[config.mk]
export PLATFORM = sky130hd
export DESIGN_NAME = display_scan_mux
export DESIGN_NICKNAME = d
export VERILOG_FILES = /design/src/rtl/display_pkg.sv /design/src/rtl/tick_divider.sv /design/src/rtl/display_scan_mux.sv
export SDC_FILE = /design/constraint.sdc
export NUM_CORES = 1
export LEC_CHECK = 0
export CAP_MARGIN = 20
export CELL_PAD_IN_SITES_DETAIL_PLACEMENT = 1
export CELL_PAD_IN_SITES_GLOBAL_PLACEMENT = 1
export CORE_MARGIN = 5
export CORE_UTILIZATION = 26
export CTS_CLUSTER_DIAMETER = 120
export DETAILED_ROUTE_END_ITERATION = 7
export HOLD_SLACK_MARGIN = 0.1
export PLACE_DENSITY_LB_ADDON = 0.1
export SYNTH_ARGS = -nofsm -noshare
export SYNTH_HDL_FRONTEND = slang
export SYNTH_HIERARCHICAL = 1
export SYNTH_SLANG_ARGS = --single-unit
export TNS_END_PERCENT = 5
[constraint.sdc]
create_clock -name clk -period 4.7 [get_ports clk]
set_input_delay 1.41 -clock clk [delete_from_list [all_inputs] [get_ports clk]]
set_output_delay 1.41 -clock clk [all_outputs]
set_load 0.01 [all_outputs]
[src/rtl/display_pkg.sv]
// Shared constants and symbol codes for the display scan path.
// Symbol codes must stay in step with the binary_to_segment decoder.
package display_pkg;

    localparam int CODE_W     = 5;
    localparam int NUM_DIGITS = 4;

    typedef logic [CODE_W-1:0] symbol_t;

    localparam symbol_t CODE_BLANK = 5'b00000;

    // Decimal digits 0..9 occupy codes 1..10 so that code 0 stays blank.
    localparam symbol_t SYM_0    = 5'h01;
    localparam symbol_t SYM_1    = 5'h02;
    localparam symbol_t SYM_2    = 5'h03;
    localparam symbol_t SYM_3    = 5'h04;
    localparam symbol_t SYM_4    = 5'h05;
    localparam symbol_t SYM_5    = 5'h06;
    localparam symbol_t SYM_6    = 5'h07;
    localparam symbol_t SYM_7    = 5'h08;
    localparam symbol_t SYM_8    = 5'h09;
    localparam symbol_t SYM_9    = 5'h0A;
    localparam symbol_t SYM_DASH = 5'h0B;
    localparam symbol_t SYM_L    = 5'h0C;
    localparam symbol_t SYM_D    = 5'h0D;
    localparam symbol_t SYM_P    = 5'h0E;
    localparam symbol_t SYM_N    = 5'h0F;

    function automatic symbol_t digit_code(input logic [3:0] value);
        return symbol_t'(value) + SYM_0;
    endfunction

endpackage

[src/rtl/tick_divider.sv]
// Free-running modulo-DIV counter that emits a one-cycle tick on its last count.
// The count only advances (and tick only fires) while en is high.
module tick_divider #(
    parameter int DIV = 4
) (
    input  logic clk,
    input  logic rst,
    input  logic en,
    output logic tick
);

    localparam int CW = (DIV > 1) ? $clog2(DIV) : 1;
    localparam logic [CW-1:0] LAST = CW'(DIV - 1);

    logic [CW-1:0] count;

    assign tick = en && (count == LAST);

    always_ff @(posedge clk) begin
        if (rst) begin
            count <= '0;
        end else if (en) begin
            count <= tick ? '0 : count + CW'(1);
        end
    end

endmodule

[src/rtl/display_scan_mux.sv]
// Four-digit time-multiplexed symbol scanner with a double-buffered display word.
// Optional per-digit blinking is compiled in when BLINK_EN is defined.
module display_scan_mux
    import display_pkg::*;
#(
    parameter int REFRESH_DIV = 50000
`ifdef BLINK_EN
    ,
    parameter int BLINK_FRAMES = 250
`endif
) (
    input  logic                       clk,
    input  logic                       rst,
    input  logic                       enable_in,
    input  logic [NUM_DIGITS*CODE_W-1:0] display_in,
    input  logic                       load_in,
    output logic                       busy_out,
    output logic [CODE_W-1:0]          binary_out,
    output logic [NUM_DIGITS-1:0]      anode_out,
`ifdef BLINK_EN
    input  logic [NUM_DIGITS-1:0]      blink_mask_in,
`endif
    output logic                       frame_out
);

    // Interface: load_in is a fire-and-forget strobe (no ready). busy_out is a
    // status flag that stays high from the cycle after a load until the pending
    // word has been copied into the displayed word at a frame boundary.

    logic                    slot_tick;
    logic                    frame_tick;
    logic                    apply;
    logic                    blank_digit;
    logic [1:0]              index;
    symbol_t [NUM_DIGITS-1:0] active_q;
    symbol_t [NUM_DIGITS-1:0] pending_q;
    logic                    busy_q;

    tick_divider #(.DIV(REFRESH_DIV)) u_refresh (
        .clk  (clk),
        .rst  (rst),
        .en   (enable_in),
        .tick (slot_tick)
    );

    assign frame_tick = slot_tick && (index == 2'(NUM_DIGITS - 1));
    assign apply      = frame_tick && busy_q;
    assign busy_out   = busy_q;

    always_ff @(posedge clk) begin
        if (rst) begin
            index <= 2'd0;
        end else if (slot_tick) begin
            index <= index + 2'd1;
        end
    end

    // The displayed word only changes on a frame boundary so a frame never mixes words.
    always_ff @(posedge clk) begin
        if (rst) begin
            active_q  <= '0;
            pending_q <= '0;
            busy_q    <= 1'b0;
        end else begin
            if (apply) begin
                active_q <= pending_q;
            end
            if (load_in) begin
                pending_q <= display_in;
                busy_q    <= 1'b1;
            end else if (apply) begin
                busy_q <= 1'b0;
            end
        end
    end

`ifdef BLINK_EN
    logic blink_wrap;
    logic blink_phase;

    tick_divider #(.DIV(BLINK_FRAMES)) u_blink (
        .clk  (clk),
        .rst  (rst),
        .en   (frame_tick),
        .tick (blink_wrap)
    );

    always_ff @(posedge clk) begin
        if (rst) begin
            blink_phase <= 1'b0;
        end else if (blink_wrap) begin
            blink_phase <= ~blink_phase;
        end
    end

    assign blank_digit = blink_phase && blink_mask_in[index];
`else
    assign blank_digit = 1'b0;
`endif

    always_ff @(posedge clk) begin
        if (rst) begin
            anode_out  <= 4'b1110;
            binary_out <= CODE_BLANK;
            frame_out  <= 1'b0;
        end else begin
            frame_out <= frame_tick;
            if (enable_in) begin
                anode_out  <= ~(4'b0001 << index);
                binary_out <= blank_digit ? CODE_BLANK : active_q[index];
            end else begin
                anode_out  <= 4'b1111;
                binary_out <= CODE_BLANK;
            end
        end
    end

endmodule
==> impl_metrics.ini, run 1 <==
[outcome]
outcome = completed

[sta]
hold_viol_final = 0
rsz0062_at_grt = no
fin_ws_ps = 1290
period_share_pct = 72.6
max_slew_margin_pct = 45.1
setup_tns_ps = 0
slew_viol_final = 0
final.setup_skew_ps = 5.78
fmax_mhz = 293
worst_pin_slew_ps = 823
min_period_ps = 3410
setup_viol = 0

[clocking]
clock_tree.root_cell = clkbuf_16
cts_setup_buffers = 0
htree_levels = 3
path_clk_slew_ps = 60
worstSkewPairLatency_ps = 320
tritoncts = yes
hold_buffers = 0
cts_max_path_buffers = 2
cts_buffers = 9
cts.sinks = 69
post_cts_resize_count = 0

[critical_path]
critical_path_arrival_ps = 3670
crit_slowest_cell = clkdlybuf4s50_1
cp_num_buf_inv = 3
critical_path_class = in -> reg
crit_family = buffers and inverters
timing.critical_path.required_ps = 4950
path_max_fanout = 20
path_cells = clkdlybuf4s50_1 > and4_1 > nand4_2 > inv_1 > and3_1 > buf_4 > mux2i_1
cp-start-kind = input pin
crit_path_max_incr_delay_ps = 740
worstSetupEndpointType = flop

[routing]
postRouteAntennaNets = 0
drt_iter0_markers = 88
totalWireLength_mm = 6.69
drc_errors = 0
first_pass_iters = 4
vias_per_cell = 4.39
vias = 2073
wire_per_inst_microns = 14.2

[floorplanning]
coreArea_sq_um = 11500
start_util_pct = 26.6
pin_count = 35
die_h_microns = 118
die_area_sq_um = 14000
fp.dieW_microns = 118
row_count = 39

[logic_synthesis]
avgSynthCellArea_sq_um = 10.5
yosysWarnings = 6
synthesis.nets = 320
ys_ff_latch = 69
synthArstFlopShare_pct = 0
synth_top_cell_by_area = dfxtp_1
ys_types = 38
syn-instance-count = 291
synth.area.top_cells = dfxtp_1 45%, mux2i_1 17%, nand2b_1 8.6%
ys.flop_type = dfxtp_1
syn_area_sq_um = 3050
ys_seq_area_share_pct = 45.4
synth_edf_count = 0
yosysTopAreaCellShare_pct = 45.4

[job]
drv_cap = 0

[power]
ir_drop_mv = 0.122
comb_power_share_pct = 5.3
clockPowerShare_pct = 48.5
p_per_area_nw_per_um2 = 351
finalPower_mw = 1.31
swShare_pct = 22.0
p_leak_nw = 1.29
switching_power_mw = 0.288
p_int_mw = 1.02
p_seq_share_pct = 46.2

[placed_design]
gp_congestion = 0.709
port_buffers = 34
hpwl_mm = 4.49
pre_cts_slack_ps = 953

[global_routing]
grt_pass1_vias = 2247
grt_max_degree = 53
antenna_found_initial = 0
grt_pass1_wl_mm = 11.4
grt_usage_pct = 10.1
overflow = 0

[finish]
drive_above_1_share_pct = 9.73
n_antenna_cell = 0
area_growth_pct = 22.5
layout.nets = 353

[worst_hold_path]
hp-class = reg -> reg
-- cells in the mapped netlist, drive strengths merged (3+ instances only) --
cell type    number
xnor2            11
inv               6
o22ai             5
xor2              3
mux2i            51
nand2             9
a21oi             4
dlygate4sd1       3
ha                5
nor4              5
dfxtp            69
nand3             5
buf              11
nand2b           43
nor2             38
nand4             6
-- per-stage QoR --
step,std cells,instance area [sq um],utilization [%],hold slack [ps]
6_report,472,3730,32.5,471
5_1_grt,472,3730,32.5,496
3_3_place_gp,456,3450,30.1,459
2_1_floorplan,291,3050,-,448
4_1_cts,472,3730,32.5,481
3_5_place_dp,456,3450,30.1,466
-- kinds of logic after synthesis --
logic type / after synthesis / share of synthesized area [%]
compound gates: 12 / 2.75
xor+xnor: 14 / 4.03
fa+ha+maj: 5 / 2.05
buf+inv: 21 / 5.05
flops: 69 / 45.4
mux: 51 / 16.8
simple gates: 119 / 24.0
-- registers in the layout (all words and copies together), names as in the netlist --
register         flops
active_q            20
pending_q           20
u_refresh/count     16
binary_out           5
anode_out            4
index                2
busy_out             1
frame_out            1
-- path summary, 6_finish.rpt --
kind,startpoint,slack [ps],cells after the start,endpoint
max,enable_in,1290,7,active_q[14]
min,active_q[13],470,2,active_q[13]
max reg2reg,u_refresh/count[0],2520,7,active_q[14]
min reg2reg,active_q[13],470,2,active_q[13]
-- cells in the final DEF, fill, tap and decap left out, types with 2 or more instances in the layout --
cell type        synthesis  layout
inv_1                    6       6
clkinvlp_4               0       2
clkbuf_1                 1       2
clkbuf_16                0       9
o22ai_1                  4       4
nand2b_1                42      42
xnor2_1                 11      11
nand3b_1                 2       2
ha_1                     5       5
and4_1                   2       2
buf_4                    3       3
nand4_1                  3       3
clkdlybuf4s50_1          0      33
nor4_2                   4       4
clkbuf_8                 0       2
nor3_1                   2       2
nand2_1                  9       9
nor4bb_1                 2       2
mux2i_1                 51      51
nor2_1                  37      37
a21oi_1                  4       4
nand4_4                  2       2
xor2_1                   3       3
dfxtp_1                 69      69
nand3_1                  5       5
-- cell type report --
cell class                 count  area (sq um)
clock inverter                 3          20.0
fill                        1286          7740
timing repair buffer          37           358
multi-input combinational    201          1510
tap                          143           179
inverter                       6          22.5
clock buffer                  13           260
sequential                    69          1380
-- power groups by stage --
stage	clock network, mW	logic [mW]	registers [mW]
5_1_grt	0.684	0.0786	0.607
3_3_place_gp	0	0.0714	0.618
2_1_floorplan	0	0.0422	0.617
3_5_place_dp	0	0.0718	0.618
6_report	0.636	0.0698	0.606
4_1_cts	0.657	0.0722	0.606
-- tightest hold or removal path: stages (launching register included) --
cell      delay, ps
dfxtp_1         310
nand2b_1         60
mux2i_1          50
-- layer usage --
metal / wire (microns) / GRT usage [%]
met2: 2840 / 14.4
met5: 0 / 0
met3: 215 / 2.63
met1: 3470 / 13.8
met4: 168 / 5.59
(Power assumes the default switching activity.)
==> run 2: changes to the inputs <==
==> constraint.sdc (replaced) <==
create_clock -name clk -period 3.1 [get_ports clk]
set_input_delay 0.93 -clock clk [delete_from_list [all_inputs] [get_ports clk]]
set_output_delay 0.93 -clock clk [all_outputs]
set_load 0.01 [all_outputs]
==> impl_metrics.ini, run 2 (synthesis results as in run 1) <==
[finish]
final_common_cell = dfxtp_1
drive_above_1_share_pct = 10.5
final_core_util_pct = 32.8
reg_top3 = active_q: 20 flops, pending_q: 20 flops, u_refresh/count: 16 flops
final_cell_mix = 69 x dfxtp_1, 51 x mux2i_1, 42 x nand2b_1
layout.nets = 356
area_growth_pct = 23.7
finalInstanceArea_sq_um = 3770
n_antenna_cell = 0

[routing]
wire_per_inst_microns = 14.2
vias_per_cell = 4.35
postRouteAntennaNets = 0
drc_errors = 0
vias = 2067
drt_iter0_markers = 114
first_pass_iters = 4
totalWireLength_mm = 6.76

[sta]
slew_viol_final = 0
max_slew_margin_pct = 71.8
worst_pin_slew_ps = 418
min_period_ps = 2460
final.setup_skew_ps = 9.36
period_share_pct = 79.3
setup_tns_ps = 0
rsz0062_at_grt = no
setup_viol = 0
fmax_mhz = 407
whs_ps = 474
hold_viol_final = 0

[clocking]
cts.sinks = 69
path_clk_slew_ps = 60
worstSkewPairLatency_ps = 330
cts_max_path_buffers = 2
clock_tree.root_cell = clkbuf_16
post_cts_resize_count = 0
tritoncts = yes
cts_setup_buffers = 0
cts_buffers = 9
htree_levels = 3
hold_buffers = 0

[critical_path]
critical_path_class = in -> reg
critical_path_arrival_ps = 2710
worstSetupEndpointType = flop
startpoint = enable_in
rr_startpoint = u_refresh/count[0]
timing.critical_path.required_ps = 3350
crit_path_max_incr_delay_ps = 480
cp-start-kind = input pin
crit_family = buffers and inverters
crit_slowest_cell = clkdlybuf4s50_1
path_cells = clkdlybuf4s50_1 > and4_1 > nand4_2 > inv_1 > and3_1 > buf_12 > mux2i_1
cp_num_buf_inv = 3
path_max_fanout = 20

[global_routing]
grt_pass1_vias = 2226
grt_pass1_wl_mm = 11.4
antenna_found_initial = 0
overflow = 0
grt_usage_pct = 10.1
grt_max_degree = 36

[outcome]
outcome = completed

[worst_hold_path]
hp-class = reg -> reg
min-delay-start = pending_q[5]

[floorplanning]
row_count = 39
coreArea_sq_um = 11500
pin_count = 35
die_h_microns = 118
die_area_sq_um = 14000
fp.dieW_microns = 118
start_util_pct = 26.6

[power]
p_per_area_nw_per_um2 = 530
ir_drop_mv = 0.240
p_leak_nw = 1.31

[job]
drv_cap = 0

[placed_design]
gp_congestion = 0.709
placed_cell_area_sq_um = 3490
port_buffers = 34
hpwl_mm = 4.57
run 2: layer usage:
layer	part of all wire (%)	global-route usage, %
met1	52	13.8
met2	42	14.7
met3	4.1	3.34
met4	1.8	4.09
met5	0	0
run 2: stage by stage:
stage                     total power, mW  setup slack [ps]  instances
after CTS                            2.03               621        475
after global placement               1.05               382        459
after global routing                 2.09               568        475
after floorplan                     0.999               991        291
final                                2.00               641        475
after detailed placement             1.05               301        459
run 2: final cells by class:
class / instances / area [sq um]
clock buffers: 13 / 260
clock inverters: 3 / 20.0
fillers: 1312 / 7700
inverters: 6 / 22.5
multi-input cells: 201 / 1510
flip-flops and latches: 69 / 1380
well taps: 143 / 179
repair buffers: 40 / 393
run 2: worst min-delay path, stage by stage (launching register included):
cell and delay (ps):
dfxtp_1 310, nand2b_1 60, mux2i_1 60
run 2: worst paths after layout:
| path | slack [ps] | to | depth (start not counted) |
|---|---|---|---|
| setup / recovery | 640 | active_q[13] | 7 |
| hold / removal | 470 | active_q[5] | 2 |
| setup reg to reg | 1040 | active_q[13] | 7 |
| hold reg to reg | 470 | active_q[5] | 2 |
run 2: power breakdown:
part,total [mW],internal (mW),switching [mW]
clock,0.971,0.584,0.386
combinational,0.107,0.0618,0.0453
sequential,0.918,0.906,0.0119
total,2.00,1.55,0.444
